<file path="src/rtl/multicycle_control.sv">
// Multicycle instruction sequencer: DECODE -> READ -> EXEC -> MEM -> WB with per-class
// phase skipping, global stall, memory-wait handshake and a retired-instruction counter.
module multicycle_control #(
    parameter int OPW        = 4,
    parameter int ALU_CYCLES = 1,
    parameter int MUL_CYCLES = 4,
    parameter int CNTW       = 16
) (
    input  logic            CLK,
    input  logic            RST,
    input  logic            Start,
    input  logic [OPW-1:0]  Opcode,
    input  logic            Stall,
    input  logic            MemReady,
    output logic            Ready,
    output logic            Wen,
    output logic            MemEn,
    output logic            Done,
    output logic [2:0]      Phase,
    output logic [CNTW-1:0] Retired
);

    localparam int MAXC = (MUL_CYCLES > ALU_CYCLES) ? MUL_CYCLES : ALU_CYCLES;
    localparam int CW   = (MAXC > 1) ? $clog2(MAXC) : 1;

    typedef enum logic [2:0] {
        S_IDLE   = 3'd0,
        S_DECODE = 3'd1,
        S_READ   = 3'd2,
        S_EXEC   = 3'd3,
        S_MEM    = 3'd4,
        S_WB     = 3'd5
    } state_t;

    state_t          r_state, w_next;
    logic [CW-1:0]   r_cnt, w_cnt_next;
    logic [OPW-1:0]  r_op, w_op_next;
    logic            r_done;
    logic [CNTW-1:0] r_retired;
    logic            w_complete;
    logic            w_is_nop, w_is_mul, w_is_load, w_is_store;

    assign w_is_nop   = (r_op == OPW'(0));
    assign w_is_mul   = (r_op == OPW'(8));
    assign w_is_load  = (r_op == OPW'(9));
    assign w_is_store = (r_op == OPW'(10));

    always_ff @(posedge CLK) begin
        if (RST) begin
            r_state   <= S_IDLE;
            r_cnt     <= '0;
            r_op      <= '0;
            r_done    <= 1'b0;
            r_retired <= '0;
        end else begin
            r_state <= w_next;
            r_cnt   <= w_cnt_next;
            r_op    <= w_op_next;
            r_done  <= w_complete;
            if (w_complete)
                r_retired <= r_retired + CNTW'(1);
        end
    end

    // Stall freezes every non-IDLE state; illegal encodings recover to IDLE regardless.
    always_comb begin
        w_next     = r_state;
        w_cnt_next = r_cnt;
        w_op_next  = r_op;
        w_complete = 1'b0;
        case (r_state)
            S_IDLE: begin
                if (Start) begin
                    w_next    = S_DECODE;
                    w_op_next = Opcode;
                end
            end
            S_DECODE: begin
                if (!Stall) begin
                    if (w_is_nop) begin
                        w_next     = S_IDLE;
                        w_complete = 1'b1;
                    end else begin
                        w_next = S_READ;
                    end
                end
            end
            S_READ: begin
                if (!Stall) begin
                    w_cnt_next = w_is_mul ? CW'(MUL_CYCLES - 1) : CW'(ALU_CYCLES - 1);
                    w_next     = S_EXEC;
                end
            end
            S_EXEC: begin
                if (!Stall) begin
                    if (r_cnt != '0)
                        w_cnt_next = r_cnt - CW'(1);
                    else if (w_is_load || w_is_store)
                        w_next = S_MEM;
                    else
                        w_next = S_WB;
                end
            end
            S_MEM: begin
                if (!Stall && MemReady) begin
                    if (w_is_store) begin
                        w_next     = S_IDLE;
                        w_complete = 1'b1;
                    end else begin
                        w_next = S_WB;
                    end
                end
            end
            S_WB: begin
                if (!Stall) begin
                    w_next     = S_IDLE;
                    w_complete = 1'b1;
                end
            end
            default: w_next = S_IDLE;
        endcase
    end

    assign Ready   = (r_state == S_IDLE);
    assign Wen     = (r_state == S_WB);
    assign MemEn   = (r_state == S_MEM);
    assign Phase   = r_state;
    assign Done    = r_done;
    assign Retired = r_retired;

endmodule
</file>
<file path="config.mk">
export PLATFORM = sky130hd
export DESIGN_NAME = multicycle_control
export DESIGN_NICKNAME = d
export VERILOG_FILES = /design/src/rtl/multicycle_control.sv
export SDC_FILE = /design/constraint.sdc
export NUM_CORES = 1
export LEC_CHECK = 0
export BUFFER_PORTS_ARGS = -buffer_cell sky130_fd_sc_hd__buf_2
export CAP_MARGIN = 25
export CORE_MARGIN = 5
export CORE_UTILIZATION = 49
export DETAILED_ROUTE_END_ITERATION = 7
export GPL_ROUTABILITY_DRIVEN = 0
export PLACE_DENSITY = 0.73
export SYNTH_ARGS = -nofsm -noshare
export SYNTH_HDL_FRONTEND = slang
export SYNTH_SLANG_ARGS = --single-unit
</file>
<file path="constraint.sdc">
create_clock -name CLK -period 1.9 [get_ports CLK]
set_clock_uncertainty 0.1 [all_clocks]
set_input_delay 0.38 -clock CLK [delete_from_list [all_inputs] [get_ports CLK]]
set_output_delay 0.38 -clock CLK [all_outputs]
set_load 0.01 [all_outputs]
</file>
==> metrics.json <==
{
  "synthesis": {
    "yosysUniqueCellTypes": 41,
    "syn-mean-instance-area_um2": 8.42,
    "number_of_enable_flip_flop_cells_after_synthesis": 0,
    "synth.yosys.warnings": 0,
    "ys.flop_type": "sky130_fd_sc_hd__dfxtp_1",
    "post_synth_instance_area_mm2": 0.00151,
    "synth_seq_area_share": 0.345,
    "post_synth_inst_count": 179,
    "synth_area_leaders": "sky130_fd_sc_hd__dfxtp_1 35%, sky130_fd_sc_hd__mux2_1 9.7%, sky130_fd_sc_hd__a21oi_1 6.6%",
    "synth_top_area_share": 0.345,
    "number_of_nets_produced_by_synthesis": 190,
    "post-synth-top-area-cell": "sky130_fd_sc_hd__dfxtp_1",
    "async_reset_ff_frac": 0,
    "ys_ff_latch": 26
  },
  "floorplanning": {
    "initial_core_util": 0.502,
    "die-area_mm2": 0.00429,
    "num_rows": 20,
    "io_pins": 32,
    "core_region_area_mm2": 0.00300,
    "die_w_um": 65.5,
    "dieHeight_um": 65.5
  },
  "place": {
    "place_area_mm2": 0.00172,
    "numPlacedInstances": 241,
    "place.detailed.hpwl_mm": 2.59,
    "io_buffers": 31
  },
  "global_routing": {
    "first_pass_grt_wire_length_mm": 5.92,
    "grt_start_max_net_pins": 35,
    "gr-usage-all-layers": 0.174,
    "grt_antenna_before_repair": 0,
    "grt_pass1_vias": 1351,
    "gr-total-overflow": 0
  },
  "power": {
    "power.switching_w": 0.000314,
    "power.share.switching": 0.264,
    "leakage_nw": 0.795,
    "power_frac_seq": 0.500,
    "p_comb_frac": 0.173,
    "peakVddDrop_mv": 0.387,
    "internal_power_w": 0.000875,
    "power_per_cell_area_mw_per_mm2": 662,
    "pwr-share-clk": 0.327
  },
  "sta": {
    "drv_slew": 0,
    "setup_viol": 0,
    "hold_viol": 0,
    "fmax_ghz": 0.553,
    "worst_hold_slack_across_all_endpoints_ns": 0.169,
    "share_of_the_clock_period_used_by_the_worst_path": 0.952,
    "setup-tns-final_ns": 0,
    "final.min_clock_period_ns": 1.81,
    "slew_headroom": 0.612,
    "actual_slew_at_the_worst_max_slew_pin_ns": 0.582
  },
  "setup_path": {
    "critPathArrivalTime_ns": 1.95,
    "worstSetupEndpointType": "flop",
    "cp-start-kind": "flop",
    "critical_path.slowest_cell": "sky130_fd_sc_hd__and4bb_2",
    "worst_r2r_startpoint": "r_op[0]",
    "kind_of_critical_path": "flop to flop",
    "cpPeakStageDelay_ns": 0.42,
    "timing.critical_path.fanout_max": 6,
    "critical_path.endpoint": "Retired[8]",
    "worstRegToRegCells": 4,
    "worstPathCellList": "and4bb_2, nand4_2, a21oi_1, mux2_1",
    "reg2reg_setup_slack_ns": 0.09,
    "startpoint": "r_op[0]",
    "worstReg2RegEnd": "Retired[8]",
    "critPathRequiredTime_ns": 2.04
  },
  "cells_and_area": {
    "fin_area_mm2": 0.00180,
    "antenna_cells": 0,
    "area.growth.synth_to_final_pct": 19.2,
    "filler_free_cell_count_of_the_finished_design": 246,
    "post_route_cells_drive_above_1_share": 0.254,
    "layout.cells.most_common_list": "31 x sky130_fd_sc_hd__buf_2, 23 x sky130_fd_sc_hd__dfxtp_1, 20 x sky130_fd_sc_hd__nor2_1, 19 x sky130_fd_sc_hd__a21oi_1, 15 x sky130_fd_sc_hd__nor2b_1",
    "design.final.nets": 225,
    "layout_commonest_cell": "sky130_fd_sc_hd__buf_2"
  },
  "clock_network": {
    "clock_path_buffers": 2,
    "clockRootBuffer": "sky130_fd_sc_hd__clkbuf_4",
    "htreeDepth": 1,
    "clock-sinks": 26,
    "tritoncts": "built",
    "cts.reportedPaths.clkPinSlew_ns": 0.15,
    "hold_buffers": 0,
    "cts_made_buffers": 3,
    "clkLatencyLatePin_ns": 0.34
  },
  "drt": {
    "drcViolationCount": 0,
    "drt-pass1-iter-count": 4,
    "detail_route.wl_per_cell_um": 14.0,
    "drt_wl_total_mm": 3.45,
    "detail_route.iter0.violations": 74,
    "drt.antenna.violating_nets": 0,
    "detail_route.vias_per_cell": 5.74,
    "route.vias.total": 1411
  },
  "job": {
    "max_cap_viol_count": 0
  },
  "run_status": {
    "outcome": "finished, final reports clean"
  },
  "worst_hold_path": {
    "hp-class": "input port to flop",
    "holdCritStartpoint": "Opcode[0]"
  }
}
==> metrics by stage <==
stage                util  worst slack, ns  power, W
global route        0.598         -0.00607   0.00125
CTS                 0.589           0.0526   0.00119
finish              0.598           0.0903   0.00119
floorplan               -            0.214  0.000737
global placement    0.571           0.0667  0.000796
detailed placement  0.571          -0.0195  0.000806
==> worst min path at each step <==
stage / depth (start not counted) / slack, ns / endpoint
CTS: 3 / 0.16 / r_op[0]
global route: 3 / 0.15 / r_op[0]
global placement: 2 / 0.37 / r_cnt[0]
floorplan: 2 / 0.36 / r_cnt[0]
detailed placement: 2 / 0.38 / r_cnt[0]
finish: 3 / 0.17 / r_op[0]
==> final cells by class <==
class	count	area, µm²
fillers	266	1210
clock buffers	3	22.5
well taps	33	41.3
inverters	6	23.8
clock inverters	1	30.0
repair buffers	38	208
flip-flops and latches	26	524
multi-input cells	139	947
==> cell families after synthesis <==
group / Yosys count / synth area share
AO/OA/AOI/OAI: 42 / 0.168
adder cells (fa/ha/maj): 2 / 0.0166
buffers and inverters: 14 / 0.0382
flip-flops: 26 / 0.345
multiplexers: 16 / 0.117
AND/OR/NAND/NOR: 79 / 0.315
==> layer usage <==
| metal | track usage | wire length, µm |
|---|---|---|
| met1 | 0.224 | 1600 |
| met2 | 0.286 | 1660 |
| met3 | 0.0444 | 154 |
| met4 | 0.0518 | 34 |
| met5 | 0 | 0 |
==> worst max-delay path, delay by kind of cell (launching register included) <==
family	cells	cell delay (ns)
and+or+nand+nor	2	0.62
DFF	1	0.40
muxes	1	0.34
AOI/OAI and AO/OA	1	0.26
==> state kept, by name, summed over array words and instances, names as in the netlist <==
name / count
Phase: 3
Done: 1
Retired: 16
r_op: 4
r_cnt: 2
==> power groups by stage <==
stage | combinational [W] | sequential, W | clock, W
2_1_floorplan | 0.000135 | 0.000602 | 0
3_3_place_gp | 0.000194 | 0.000602 | 0
3_5_place_dp | 0.000201 | 0.000604 | 0
4_1_cts | 0.000202 | 0.000593 | 0.000396
5_1_grt | 0.000226 | 0.000599 | 0.000424
6_report | 0.000205 | 0.000594 | 0.000389
==> cells in the mapped netlist, drive strengths merged (4+ instances only) <==
library cell  number
dfxtp             26
nor2              21
a21oi             20
nor2b             15
mux2              13
o21ai              8
nand2              7
nand3              7
inv                5
nand4              5
and3               4
buf                4
clkbuf             4
nand2b             4
==> timing repair <==
item | in CTS | in global routing
buffers inserted | 0 | 1
gates resized for setup | 0 | 6
setup endpoints to repair | 0 | 8
(Power assumes the default switching activity.)
